$ cat src/rtl/cam_frame_writer.sv
// Camera capture front end: samples OV7670 pins in the CLK domain, pairs bytes into
// pixels, converts each pixel to RGB332, optionally decimates by 2^DEC, and drives the
// write port of a frame RAM. Also reports completed frames and malformed lines.
module cam_frame_writer #(
  parameter int IMG_W  = 176,
  parameter int IMG_H  = 144,
  parameter int ADDR_W = 15,
  parameter int DEC    = 0
) (
  input  logic              CLK,
  input  logic              RESET_N,
  input  logic              CAM_PCLK,
  input  logic              CAM_VSYNC,
  input  logic              CAM_HREF,
  input  logic [7:0]        CAM_DATA,
  input  logic [1:0]        MODE,
  input  logic              ENABLE,
  output logic              W_EN,
  output logic [ADDR_W-1:0] W_ADDR,
  output logic [7:0]        W_DATA,
  output logic [9:0]        X,
  output logic [9:0]        Y,
  output logic              FRAME_DONE,
  output logic [7:0]        FRAME_CNT,
  output logic              LINE_ERR
);

  // Source-domain counters are wider than X/Y so decimated sources still fit.
  localparam int            CW    = 12;
  localparam logic [CW-1:0] SRC_W = CW'(IMG_W << DEC);
  localparam logic [CW-1:0] DMASK = CW'((1 << DEC) - 1);

  typedef enum logic [1:0] {S_IDLE, S_SYNC, S_ACTIVE, S_DONE} state_t;

  state_t            state_q, state_d;
  logic [1:0]        rst_sync;
  logic              rst_n;
  logic              pclk_s1, pclk_s2, pclk_s3;
  logic              vs_s1, vs_s2, vs_s3;
  logic              hr_s1, hr_s2, hr_s3;
  logic [7:0]        dat_s1, dat_s2;
  logic [7:0]        hi_q;
  logic [1:0]        mode_q;
  logic              phase;
  logic [CW-1:0]     x_in, y_in;
  logic [CW-1:0]     xs_full, ys_full;
  logic [ADDR_W-1:0] row_base;
  logic              pclk_rise, vs_rise, vs_fall, hr_fall, byte_take;
  logic              row_kept, pix_kept, frame_start;

  // Pixel format conversion to RGB332.
  function automatic logic [7:0] to_rgb332(input logic [1:0] m, input logic [7:0] hi,
                                           input logic [7:0] lo, input logic [9:0] xs,
                                           input logic [9:0] ys);
    logic [9:0] sum;
    sum = xs + ys;
    case (m)
      2'd0:    return {hi[7:5], hi[2:0], lo[4:3]};
      2'd1:    return {hi[3:1], lo[7:5], lo[3:2]};
      2'd2:    return {hi[7:5], hi[7:5], hi[7:6]};
      default: return sum[7:0];
    endcase
  endfunction

  // Reset asserts asynchronously and releases in step with CLK.
  always_ff @(posedge CLK or negedge RESET_N) begin
    if (!RESET_N) rst_sync <= 2'b00;
    else          rst_sync <= {rst_sync[0], 1'b1};
  end
  assign rst_n = rst_sync[1];

  // Two-flop synchronisers for the camera control pins plus a third stage for edges.
  always_ff @(posedge CLK or negedge rst_n) begin
    if (!rst_n) begin
      {pclk_s1, pclk_s2, pclk_s3} <= 3'b000;
      {vs_s1, vs_s2, vs_s3}       <= 3'b000;
      {hr_s1, hr_s2, hr_s3}       <= 3'b000;
    end else begin
      {pclk_s1, pclk_s2, pclk_s3} <= {CAM_PCLK, pclk_s1, pclk_s2};
      {vs_s1, vs_s2, vs_s3}       <= {CAM_VSYNC, vs_s1, vs_s2};
      {hr_s1, hr_s2, hr_s3}       <= {CAM_HREF, hr_s1, hr_s2};
    end
  end

  // Data byte path and high-byte holding register; no reset needed on pure data.
  always_ff @(posedge CLK) begin
    dat_s1 <= CAM_DATA;
    dat_s2 <= dat_s1;
    if (state_q == S_ACTIVE && byte_take && !phase) hi_q <= dat_s2;
  end

  assign pclk_rise = pclk_s2 & ~pclk_s3;
  assign vs_rise   = vs_s2 & ~vs_s3;
  assign vs_fall   = ~vs_s2 & vs_s3;
  assign hr_fall   = ~hr_s2 & hr_s3;
  assign byte_take = pclk_rise & hr_s2;

  assign xs_full  = x_in >> DEC;
  assign ys_full  = y_in >> DEC;
  assign row_kept = ((y_in & DMASK) == '0) && (ys_full < CW'(IMG_H));
  assign pix_kept = row_kept && ((x_in & DMASK) == '0) && (xs_full < CW'(IMG_W));

  // FSM state register.
  always_ff @(posedge CLK or negedge rst_n) begin
    if (!rst_n) state_q <= S_IDLE;
    else        state_q <= state_d;
  end

  // FSM next state and frame-level strobes.
  always_comb begin
    state_d     = state_q;
    frame_start = 1'b0;
    FRAME_DONE  = 1'b0;
    case (state_q)
      S_IDLE:   if (ENABLE && vs_rise) state_d = S_SYNC;
      S_SYNC:   if (vs_fall) begin
                  state_d     = S_ACTIVE;
                  frame_start = 1'b1;
                end
      S_ACTIVE: if (vs_rise) state_d = S_DONE;
      S_DONE:   begin
                  FRAME_DONE = 1'b1;
                  state_d    = ENABLE ? S_SYNC : S_IDLE;
                end
      default:  state_d = S_IDLE;
    endcase
  end

  // Byte pairing, line accounting and RAM write generation.
  always_ff @(posedge CLK or negedge rst_n) begin
    if (!rst_n) begin
      W_EN      <= 1'b0;
      W_ADDR    <= '0;
      W_DATA    <= '0;
      X         <= '0;
      Y         <= '0;
      FRAME_CNT <= '0;
      LINE_ERR  <= 1'b0;
      mode_q    <= '0;
      phase     <= 1'b0;
      x_in      <= '0;
      y_in      <= '0;
      row_base  <= '0;
    end else begin
      W_EN <= 1'b0;
      if (state_q == S_DONE) FRAME_CNT <= FRAME_CNT + 8'd1;
      if (hr_fall) phase <= 1'b0;
      if (frame_start) begin
        mode_q   <= MODE;
        x_in     <= '0;
        y_in     <= '0;
        row_base <= '0;
        phase    <= 1'b0;
        LINE_ERR <= 1'b0;
      end else if (state_q == S_ACTIVE && !vs_rise) begin
        if (hr_fall) begin
          // A dangling odd byte or a wrong pixel count marks the frame as damaged.
          if (phase || x_in != SRC_W) LINE_ERR <= 1'b1;
          x_in <= '0;
          if (y_in != '1) y_in <= y_in + CW'(1);
          if (row_kept) row_base <= row_base + ADDR_W'(IMG_W);
        end else if (byte_take) begin
          phase <= ~phase;
          if (phase) begin
            if (x_in != '1) x_in <= x_in + CW'(1);
            if (pix_kept) begin
              W_EN   <= 1'b1;
              W_ADDR <= row_base + ADDR_W'(xs_full);
              X      <= xs_full[9:0];
              Y      <= ys_full[9:0];
              W_DATA <= to_rgb332(mode_q, hi_q, dat_s2, xs_full[9:0], ys_full[9:0]);
            end
          end
        end
      end
    end
  end

endmodule

$ cat config.mk
export PLATFORM = sky130hd
export DESIGN_NAME = cam_frame_writer
export DESIGN_NICKNAME = d
export VERILOG_FILES = /design/src/rtl/cam_frame_writer.sv
export SDC_FILE = /design/constraint.sdc
export NUM_CORES = 1
export LEC_CHECK = 0
export CAP_MARGIN = 20
export CORE_ASPECT_RATIO = 0.6
export CORE_MARGIN = 2
export CORE_UTILIZATION = 60
export CTS_BUF_LIST = sky130_fd_sc_hd__clkbuf_4 sky130_fd_sc_hd__clkbuf_8
export DETAILED_ROUTE_END_ITERATION = 8
export PLACE_DENSITY_LB_ADDON = 0.12
export SYNTH_ARGS = -nofsm -noshare
export SYNTH_HDL_FRONTEND = slang
export SYNTH_SLANG_ARGS = --single-unit
$ cat constraint.sdc
create_clock -name CLK -period 5.6 [get_ports CLK]
set_input_delay 1.12 -clock CLK [delete_from_list [all_inputs] [get_ports CLK]]
set_output_delay 1.12 -clock CLK [all_outputs]
set_load 0.1 [all_outputs]
# == Yosys cells after proc, flatten, opt, wreduce, memory -nomap -nowiden ==
# Cells that the tools add are included.
# totals
input_bits,16
register_bits,132
out_inout_bits,54
word_cells,119
# classes
mux,38
bitwise_logic,12
addsub,6
order_cmp,2
n_reduce_logical,24
eq_ne,11
# ops
operator,n
$mux W12,10
$mux W15,4
$add A12 B1 Y12 const B,2
$lt A12 B8 Y1 const B,2
$ne A12 B12 Y1 const B,2
$pmux W8 S3,1
$mux W1,19
$add A15 B12 Y15,1
$add A15 B8 Y15 const B,1
$ne A12 B8 Y1 const B,1
$reduce_and A3 Y1,4
$reduce_bool A2 Y1,5
$reduce_bool A3 Y1,3
$add A8 B1 Y8 const B,1
$add A8 B8 Y8,1
$pmux W2 S4,1
$not A1 Y1,7
$eq A2 B2 Y1 const B,3
$mux W2,3
$ne A2 B2 Y1 const B,3
$reduce_and A6 Y1,1
$and A1 B1 Y1,5
$logic_and A1 B1 Y1,5
$eq A2 B1 Y1 const B,2
4 further kinds,6

# == Logic depth before layout (Yosys ltp) ==
# Gate-level depths: netlist of run 1.
# logic_depth
depth_word,8
ltp_mapped,9

# == Worst setup path before layout of run 1 ==
# No wires, ideal clock.
# synth_path
path_kind,reg2out
startpoint,"register, netlist name W_ADDR[0]"
endpoint,output X[0]
required_time_ns,4.480
stages_incl_launch_ff,2
slack_ns,3.140
t_arrival_ns,1.340
n_path_buf,1
cell_sequence,dfrtp_1 buf_4
# synth_rtl
element,line_no,rtl
"end, declared",21,"output logic [9:0] X,"

# == Final worst setup path of run 1 ==
# layout_path
startpoint,register state_q[1]
endpoint,output FRAME_DONE
# layout_via
elab_chain_cells,2
# layout_lines
element,line_no,rtl
"start, declared",35,"state_t state_q, state_d;"
"start signal, assigned",106,else state_q <= state_d;
$eq A2 B2 Y1,114,case (state_q)
$mux W1,114,
"end, declared",23,"output logic FRAME_DONE,"
# No other way between the ends.

==> summary.md, run 1 <==
| Metric | Value |
|---|---|
| Status | `completed` |
| Die X | `133 µm` |
| Max-Cap Viols | `0` |
| Initial antenna violation count | `0` |
| Max clock buf depth | `2` |
| Max-slew headroom | `0.332` |
| DRT Pass-1 Iters | `4` |
| Vias | `4607` |
| Maximum VDD drop | `0.458 mV` |
| Finished Cell Area | `7170 µm²` |
| First-pass GRT wire length | `21600 µm` |
| Initial DRC Count | `372` |
| Largest net degree at the start of global routing | `71` |
| Final HPWL DP | `9030 µm` |
| Yosys top cell by area | `dfrtp_1` |
| Main combinational cell family by area after synthesis | `simple AND/OR/NAND/NOR gates` |
| Switch share | `0.373` |
| Post-Synth Adder-Cell Area | `0.0578` |
| Util after Layout | `0.733` |
| Number of synthesized flops with an enable pin | `7` |
| Flop and latch count out of synthesis | `126` |
| Post-synthesis simple-gate area fraction | `0.185` |
| Setup Skew | `12.6 ps` |
| Sw power | `1040 µW` |
| Most frequent cell after synthesis | `dfrtp_1` |
| Synthesis-to-layout area growth | `20.0%` |
| Clock Pin Slew Worst Setup and Hold Paths | `80 ps` |
| Worst Setup SP | `state_q[1]` |
| Sink Count | `126` |
| TritonCTS clock tree | `built` |
| Crit end category | `primary output` |
| Die area | `10800 µm²` |
| Leak pwr | `0.00319 µW` |
| XOR/XNOR Fraction of Synth Area | `0.0514` |
| Mux share of post-synthesis cell area | `0.0220` |
| Register area share after synthesis | `0.521` |
| Worst Reg-to-Reg Cells | `8` |
| Die Y | `81.3 µm` |
| Hold-fix buffers, CTS | `0` |
| Flop pwr share | `0.411` |
| Largest cells by area after synthesis | `dfrtp_1, nand2_1, ha_1, dfxtp_1, o21ai_0` |
| Pre-CTS WS | `2230 ps` |
| Net count, final | `699` |
| Mapped Cells | `593` |
| Initial core utilization | `0.611` |
| WL final | `13100 µm` |
| Number of diodes | `0` |
| Clock share of power | `0.306` |
| GRT overflow | `0` |
| Reg2reg start | `state_q[1]` |
| Reg2Reg Setup Slack | `2190 ps` |
| Critical Path End | `FRAME_DONE` |
| Main synth FF type | `dfrtp_1` |
| Post-cts resize count | `0` |
| Cell Chain, Critical Path | `ha_1, clkdlybuf4s50_1` |
| IO Count | `70` |
| CTS buffer count | `17` |
| Yosys warning total | `0` |
| Routed len/inst | `16.3 µm` |
| Startpoint types | `flop` |
| Mapped cell area | `5970 µm²` |
| DRC | `0` |
| Max Fclk | `0.284 GHz` |
| Final setup fails | `0` |
| Final worst-path cycle share | `0.630` |
| Instance area after placement | `6730 µm²` |
| RSZ-0062 raised after global routing | `false` |
| Yosys cell types | `60` |
| Final setup margin | `2070 ps` |
| Root Buffer Master | `clkbuf_8` |
| CP peak stage delay | `1200 ps` |
| Max-slew violations | `0` |
| Hold Crit Class | `flop to asynchronous set/reset pin` |
| Setup tns final | `0 ps` |
| Crit path required time | `4480 ps` |
| Worst slew pin tran | `999 ps` |
| Synth top cells by count | `dfrtp_1, nand2_1, nor2_1, o21ai_0` |
| Worst-Skew Late Latency | `440 ps` |
| Syn Nets | `636` |
| Fin. Hold Viols | `0` |
| PD cells | `388 nW/µm²` |
| Critical path class | `flop to primary output` |
| Avg Inst Size Synth | `10.1 µm²` |
| Part of the power in combinational logic | `0.282` |
| Row count | `28` |
| Vias in the first global route | `4240` |
| Vias per cell | `5.73` |
| Setup bufs post-CTS | `0` |
| Fillers | `687` |
| Gr usage total | `0.261` |
| Share of post-route cells with drive strength above 1 | `0.0747` |
| Area share of the leading cell type in the synthesized netlist | `0.432` |
| Core Region | `9770 µm²` |
| Async set-reset flop share out of synthesis | `0.817` |
| Routed Antenna Nets | `0` |
| Internal cell power | `1740 µW` |
| Gpl congestion | `0.882` |
| CP max FO | `7` |
| Crit path DAT | `2410 ps` |
| R2r endpoint | `W_DATA[3]` |
| Post-layout min period | `3530 ps` |
| Buffers on Ports | `69` |
| Compound-Gate Fraction of Synth Area | `0.130` |
| H-tree depth | `4` |
| Slowest CP cell | `clkdlybuf4s50_1` |
routing by layer:
layer  global-route usage  share of wire
met1                0.390           0.50
met2                0.373           0.42
met3               0.0674          0.074
met4               0.0828         0.0082
met5                    0              0
state kept, by name (all words and copies together) (netlist names), 2 cells and up:
| register | flops |
|---|---|
| FRAME_CNT | 8 |
| state_q | 2 |
| X | 9 |
| dat_s1 | 8 |
| Y | 10 |
| x_in | 12 |
| row_base | 11 |
| rst_sync | 2 |
| W_DATA | 8 |
| dat_s2 | 8 |
| W_ADDR | 15 |
| y_in | 12 |
| mode_q | 2 |
| hi_q | 7 |
how the worst min path moves through the flow:
stage | endpoint | depth (start not counted)
floorplan | dat_s2[0] | 0
global placement | Y[8] | 0
detailed placement | Y[8] | 0
CTS | Y[8] | 0
global route | Y[8] | 0
finish | Y[8] | 0
critical path, delay by kind of cell, from the launching register on:
kind / cells / cell delay (ps)
DFF: 1 / 420
adders and majority gates: 1 / 360
buffers and inverters: 1 / 1200
power by group through the flow:
stage	logic (µW)	clock network (µW)	registers [µW]
6_report	784	852	1140
5_1_grt	840	911	1160
4_1_cts	785	864	1140
3_5_place_dp	777	0	1160
3_3_place_gp	760	0	1150
2_1_floorplan	374	0	1350
through the flow:
| step | std cells | total power [µW] | hold slack [ps] |
|---|---|---|---|
| after floorplan | 593 | 1730 | 310 |
| after global placement | 772 | 1910 | 262 |
| after CTS | 804 | 2790 | 278 |
| after detailed placement | 772 | 1930 | 274 |
| after global routing | 804 | 2910 | 308 |
| final | 804 | 2780 | 260 |
cell usage in the layout (no fill, tap or decap), drive strengths merged, types with 10 or more instances in the layout:
cell type	instances
nand2	87
dfxtp	16
nor4	12
dfrtp	103
nand4	10
nor2	47
a21oi	21
o31ai	10
xnor2	26
o21ai	47
ha	26
clkbuf	18
clkdlybuf4s50	69
nand3	12
inv	20
cell families after synthesis:
logic type,after synthesis
muxes,10
and+or+nand+nor,224
other,2
DFF,126
xor gates and xnor gates,35
buffers and inverters,46
adders and majority gates,27
AOI/OAI and AO/OA,123
final cells by class:
type	instances	area (µm²)	area share
timing repair buffer	71	706	0.0985
clock inverter	14	193	0.0269
tap	135	169	0.0236
inverter	19	71.3	0.00995
clock buffer	18	241	0.0337
sequential	126	3110	0.434
multi-input combinational	421	2670	0.373
No activity file was read; power rests on OpenSTA's default activity.
==> run 2, diff against run 1 <==
--- a/config.mk
+++ b/config.mk
@@ -8,7 +8,7 @@
 export CAP_MARGIN = 20
 export CORE_ASPECT_RATIO = 0.6
 export CORE_MARGIN = 2
-export CORE_UTILIZATION = 60
+export CORE_UTILIZATION = 52
 export CTS_BUF_LIST = sky130_fd_sc_hd__clkbuf_4 sky130_fd_sc_hd__clkbuf_8
 export DETAILED_ROUTE_END_ITERATION = 8
 export PLACE_DENSITY_LB_ADDON = 0.12
==> constraint.sdc (replaced) <==
create_clock -name CLK -period 2.9 [get_ports CLK]
set_input_delay 0.58 -clock CLK [delete_from_list [all_inputs] [get_ports CLK]]
set_output_delay 0.58 -clock CLK [all_outputs]
set_load 0.1 [all_outputs]
==> summary.md, run 2 (synthesis gave the netlist of run 1 again) <==
| Metric | Value |
|---|---|
| Root Buffer Master | `clkbuf_8 (unchanged)` |
| Row count | `30 (was 28)` |
| Leak pwr | `0.00335 µW (was 0.00319 µW)` |
| Post-cts resize count | `0 (unchanged)` |
| Number of diodes | `0 (unchanged)` |
| Gr usage total | `0.233 (was 0.261)` |
| Critical path class | `flop to flop (was flop to primary output)` |
| Final worst-path cycle share | `0.931` |
| CP max FO | `31 (was 7)` |
| Worst slew pin tran | `687 ps (was 999 ps)` |
| Max Fclk | `0.370 GHz` |
| Core Region | `11300 µm² (was 9770 µm²)` |
| Max reg flops | `15 (unchanged)` |
| Critical Path Stages | `8 (was 2)` |
| Initial antenna violation count | `0 (unchanged)` |
| WL final | `13600 µm (was 13100 µm)` |
| Setup bufs post-CTS | `0 (unchanged)` |
| Worst Reg-to-Reg Cells | `8 (unchanged)` |
| Net count, final | `710 (was 699)` |
| Largest net degree at the start of global routing | `39 (was 71)` |
| IO Count | `70 (unchanged)` |
| R2r endpoint | `W_ADDR[12] (was W_DATA[3])` |
| Commonest non-fill, non-tap cell in the layout | `dfrtp_1 (unchanged)` |
| Crit end category | `flop (was primary output)` |
| Initial core utilization | `0.530 (was 0.611)` |
| Reg2Reg Setup Slack | `200 ps (was 2190 ps)` |
| Routed Antenna Nets | `0 (unchanged)` |
| Worst-Skew Late Latency | `430 ps (was 440 ps)` |
| First-pass GRT wire length | `22300 µm (was 21600 µm)` |
| CTS buffer count | `17 (unchanged)` |
| Reg2reg start | `state_q[0] (was state_q[1])` |
| Die X | `142 µm (was 133 µm)` |
| Max-slew headroom | `0.530 (was 0.332)` |
| Hold-fix buffers, CTS | `0 (unchanged)` |
| Max clock buf depth | `2 (unchanged)` |
| Die Y | `87.0 µm (was 81.3 µm)` |
| Worst Setup SP | `state_q[0] (was state_q[1])` |
| DRC | `0 (unchanged)` |
| Setup tns final | `0 ps (unchanged)` |
| Final setup fails | `0 (unchanged)` |
| Share of post-route cells with drive strength above 1 | `0.169 (was 0.0747)` |
| Crit path max-delay family | `simple AND/OR/NAND/NOR gates (was buffers and inverters)` |
| Status | `completed (unchanged)` |
| TritonCTS clock tree | `built (unchanged)` |
| Crit path required time | `3260 ps (was 4480 ps)` |
| Post-layout min period | `2700 ps` |
| Cell Chain, Critical Path | `inv_1, ha_1, nand4b_2, or3b_4, or3_4, buf_4, or4_1, nand3_1 (was ha_1, clkdlybuf4s50_1)` |
| Reg with most FFs | `W_ADDR (unchanged)` |
| Clock Pin Slew Worst Setup and Hold Paths | `70 ps (was 80 ps)` |
| Fin. Hold Viols | `0 (unchanged)` |
| Routed len/inst | `16.4 µm (was 16.3 µm)` |
| Slowest CP cell | `or4_1 (was clkdlybuf4s50_1)` |
| DRT Pass-1 Iters | `5 (was 4)` |
| Max-slew violations | `0 (unchanged)` |
| Most frequent cells in the layout | `dfrtp_1, nand2_1, buf_4 (was dfrtp_1, nand2_1, clkdlybuf4s50_1)` |
| Vias in the first global route | `4340 (was 4240)` |
| Maximum VDD drop | `1.13 mV (was 0.458 mV)` |
| Startpoint types | `flop (unchanged)` |
| Crit path DAT | `3060 ps (was 2410 ps)` |
| Synthesis-to-layout area growth | `19.7% (was 20.0%)` |
| Gpl congestion | `0.878 (was 0.882)` |
| Biggest regs | `W_ADDR: 15 flops, x_in: 12 flops, y_in: 12 flops (unchanged)` |
| GRT overflow | `0 (unchanged)` |
| Total power | `5380 µW (was 2780 µW)` |
| Initial DRC Count | `355 (was 372)` |
| RSZ-0062 raised after global routing | `false (unchanged)` |
| Hold Crit Class | `flop to asynchronous set/reset pin (unchanged)` |
| H-tree depth | `4 (unchanged)` |
| Final HPWL DP | `9700 µm (was 9030 µm)` |
| Vias per cell | `5.68 (was 5.73)` |
| Setup Skew | `11.8 ps (was 12.6 ps)` |
| Worst path bufs/invs | `2 (was 1)` |
| Sink Count | `126 (unchanged)` |
| CP peak stage delay | `520 ps (was 1200 ps)` |
| Die area | `12400 µm² (was 10800 µm²)` |
| PD cells | `753 nW/µm² (was 388 nW/µm²)` |
| Vias | `4681 (was 4607)` |
| Buffers on Ports | `69 (unchanged)` |
| Max-Cap Viols | `0 (unchanged)` |
| Critical Path End | `W_ADDR[12] (was FRAME_DONE)` |
-- run 2: cell types whose count changed in the layout (fill, tap and decap cells not counted), sizes merged --
cell / previous run / this run
clkdlybuf4s50: 69 / 15
clkinvlp: 4 / 2
clkbuf: 18 / 21
buf: 2 / 67
inv: 20 / 19
-- run 2: stage by stage --
step                      instances  worst slack [ps]  cell area [µm²]  hold WS, ps  utilization
final                           824               200             7140          305        0.634
after global routing            824              53.4             7140          296        0.634
after CTS                       824               195             7140          296        0.634
after detailed placement        792               198             6700          315        0.595
after global placement          792               288             6700          310        0.595
after floorplan                 593               634             5970          284            -
-- run 2: metal layers --
metal | GRT usage | part of all wire
met5 | 0 | 0
met4 | 0.0648 | 0.0069
met3 | 0.0583 | 0.080
met2 | 0.311 | 0.40
met1 | 0.372 | 0.52
-- run 2: power by group --
part / total (µW) / switching [µW] / internal [µW]
combinational: 1490 / 1030 / 463
clock: 1680 / 680 / 997
sequential: 2210 / 271 / 1940
total: 5380 / 1980 / 3400
-- run 2: worst register-to-register path: stages, from the launching register on --
cell,delay (ps)
dfrtp_1,420
inv_1,140
ha_1,240
nand4b_2,170
or3b_4,420
or3_4,400
buf_4,230
or4_1,520
nand3_1,100
-- run 2: cell type report --
cell class | instances | area [µm²]
inverters | 19 | 71.3
clock inverters | 11 | 164
fillers | 947 | 4120
repair buffers | 82 | 666
multi-input cells | 421 | 2670
flip-flops and latches | 126 | 3110
well taps | 144 | 180
clock buffers | 21 | 277
-- run 2: worst min path at each step --
stage	end	cells after the start
floorplan	rst_sync[0]	0
global placement	dat_s2[5]	0
detailed placement	dat_s2[4]	0
CTS	rst_sync[1]	1
global route	rst_sync[1]	1
finish	W_DATA[2]	0
==> run 3, diff against run 2 <==
--- a/config.mk
+++ b/config.mk
@@ -6,9 +6,11 @@
 export NUM_CORES = 1
 export LEC_CHECK = 0
 export CAP_MARGIN = 20
+export CELL_PAD_IN_SITES_DETAIL_PLACEMENT = 1
+export CELL_PAD_IN_SITES_GLOBAL_PLACEMENT = 2
 export CORE_ASPECT_RATIO = 0.6
 export CORE_MARGIN = 2
-export CORE_UTILIZATION = 52
+export CORE_UTILIZATION = 34
 export CTS_BUF_LIST = sky130_fd_sc_hd__clkbuf_4 sky130_fd_sc_hd__clkbuf_8
 export DETAILED_ROUTE_END_ITERATION = 8
 export PLACE_DENSITY_LB_ADDON = 0.12
==> summary.md, run 3 (synthesis gave the netlist of run 1 again) <==
| Metric | Value |
|---|---|
| Share of post-route cells with drive strength above 1 | `0.173 (was 0.169)` |
| Core Region | `17200 µm² (was 11300 µm²)` |
| Critical path class | `flop to flop (unchanged)` |
| Internal cell power | `3170 µW (was 3400 µW)` |
| Met1 wire length | `9310 µm (was 6980 µm)` |
| Fillers | `1957 (was 947)` |
| Row count | `37 (was 30)` |
| Leak pwr | `0.00335 µW (about the same)` |
| Max-Cap Viols | `0 (unchanged)` |
| Final HPWL DP | `11900 µm (was 9700 µm)` |
| Most frequent cells in the layout | `dfrtp_1, nand2_1, buf_4 (unchanged)` |
| Max Fclk | `0.371 GHz (was 0.370 GHz)` |
| Die X | `175 µm (was 142 µm)` |
| Maximum VDD drop | `0.739 mV (was 1.13 mV)` |
| H-tree depth | `4 (unchanged)` |
| Part of the power in combinational logic | `0.289 (was 0.277)` |
| Final setup fails | `0 (unchanged)` |
| Die area | `18700 µm² (was 12400 µm²)` |
| Max-slew headroom | `0.483 (was 0.530)` |
| Max-slew violations | `0 (unchanged)` |
| DRT Pass-1 Iters | `4 (was 5)` |
| Routed len/inst | `17.6 µm (was 16.4 µm)` |
| Die Y | `107 µm (was 87.0 µm)` |
| TritonCTS clock tree | `built (unchanged)` |
| IO Count | `70 (unchanged)` |
| Post-placement cell count | `888 (was 792)` |
| Reg with most FFs | `W_ADDR (unchanged)` |
| Crit path required time | `3290 ps (was 3260 ps)` |
| DRC | `0 (unchanged)` |
| Met2 Wirelength | `6160 µm (was 5400 µm)` |
| Max clock buf depth | `2 (unchanged)` |
| Routed Antenna Nets | `0 (unchanged)` |
| Crit path DAT | `3080 ps (was 3060 ps)` |
| Synthesis-to-layout area growth | `21.2% (was 19.7%)` |
| CTS buffer count | `17 (unchanged)` |
| Hold slack final | `294 ps (was 305 ps)` |
| Clock Pin Slew Worst Setup and Hold Paths | `80 ps (was 70 ps)` |
| Vias | `4605 (was 4681)` |
| Routed wl met3 | `639 µm (was 1080 µm)` |
| Sink Count | `126 (unchanged)` |
| Hold Crit Class | `primary input to asynchronous set/reset pin (was flop to asynchronous set/reset pin)` |
| Clock share of power | `0.285 (was 0.312)` |
| Initial antenna violation count | `0 (unchanged)` |
| Fin. Hold Viols | `0 (unchanged)` |
| Worst-Skew Late Latency | `440 ps (was 430 ps)` |
| Initial core utilization | `0.348 (was 0.530)` |
| Setup bufs post-CTS | `0 (unchanged)` |
| Worst slew pin tran | `772 ps (was 687 ps)` |
| PD cells | `724 nW/µm² (was 753 nW/µm²)` |
| CP max FO | `45 (was 31)` |
| Sw power | `2070 µW (was 1980 µW)` |
| Largest net degree at the start of global routing | `52 (was 39)` |
| Top sig layer | `met4 (unchanged)` |
| Gr usage total | `0.189 (was 0.233)` |
| Final worst-path cycle share | `0.929 (was 0.931)` |
| Setup Skew | `16.3 ps (was 11.8 ps)` |
| Commonest non-fill, non-tap cell in the layout | `dfrtp_1 (unchanged)` |
| First-pass GRT wire length | `27100 µm (was 22300 µm)` |
| Net count, final | `716 (was 710)` |
| Gpl congestion | `0.761 (was 0.878)` |
| Flop pwr share | `0.426 (was 0.411)` |
| Switch share | `0.394 (was 0.368)` |
| WL final | `16200 µm (was 13600 µm)` |
| Crit end category | `flop (unchanged)` |
| RSZ-0062 raised after global routing | `false (unchanged)` |
| GRT overflow | `0 (unchanged)` |
| Worst Setup SP | `state_q[0] (unchanged)` |
| Total power | `5240 µW (was 5380 µW)` |
| Post-layout min period | `2690 ps (was 2700 ps)` |
| Util after Layout | `0.421 (was 0.634)` |
| Multi-input logic area | `2670 µm² (unchanged)` |
| Root Buffer Master | `clkbuf_8 (unchanged)` |
| Number of diodes | `0 (unchanged)` |
| Biggest regs | `W_ADDR: 15 flops, x_in: 12 flops, y_in: 12 flops (unchanged)` |
| Initial DRC Count | `278 (was 355)` |
| Setup tns final | `0 ps (unchanged)` |
| Reg2reg start | `state_q[0] (unchanged)` |
| Post-Layout Cell Count | `920 (was 824)` |
| Sequential Area | `3110 µm² (unchanged)` |
| Vias per cell | `5.01 (was 5.68)` |
| Max reg flops | `15 (unchanged)` |
| Vias in the first global route | `4792 (was 4340)` |
| Status | `completed (unchanged)` |
| Buffers on Ports | `69 (unchanged)` |
| Startpoint types | `flop (unchanged)` |
-- run 3: cell types whose count changed in the layout (fill, tap and decap cells not counted), sizes merged --
cell      delta
bufinv       -2
buf          +6
clkbuf       -2
clkinvlp     +1
clkinv       +3
-- run 3: metal layers --
layer | vias up | GRT usage
met2 | 87 | 0.243
met4 | 0 | 0.0381
met3 | 6 | 0.0511
li1 | 2255 | -
met1 | 2257 | 0.307
met5 | - | 0
-- run 3: timing repair --
action,CTS,global route
resized for setup,0,1
hold buffers,0,0
setup endpoints to repair,0,1
-- run 3: worst max-delay path, cell delays in order, from the launching register on --
cell and delay [ps]:
dfrtp_1 420, inv_1 140, ha_1 260, nand4b_2 170
or3b_4 420, or3_4 400, buf_6 200, or4_1 520
nand3_1 80
-- run 3: path summary, 6_finish.rpt --
check | to | slack (ps) | cells past startpoint
setup reg to reg | W_ADDR[11] | 210 | 8
min in group CLK | dat_s2[7] | 330 | 0
hold / removal | rst_sync[1] | 290 | 1
max in group asynchronous | X[7] | 1760 | 1
hold reg to reg | dat_s2[7] | 330 | 0
setup / recovery | W_ADDR[11] | 210 | 8
-- run 3: power groups by stage --
stage / registers (µW) / clock network [µW] / logic (µW)
final: 2230 / 1490 / 1520
after global routing: 2270 / 1630 / 1650
after CTS: 2230 / 1540 / 1540
after detailed placement: 2260 / 0 / 1530
after global placement: 2250 / 0 / 1500
after floorplan: 2610 / 0 / 723
-- run 3: final cells by class --
class / count / share of cell area
clock buffer: 19 / 0.0344
clock inverter: 13 / 0.0171
inverter: 19 / 0.00985
multi-input combinational: 421 / 0.369
sequential: 126 / 0.430
tap: 234 / 0.0405
timing repair buffer: 88 / 0.0987
-- run 3: per-stage QoR --
stage,cell area (µm²),worst slack (ps)
finish,7240,207
global route,7240,51.4
CTS,7230,104
detailed placement,6860,118
global placement,6860,195
floorplan,5970,634
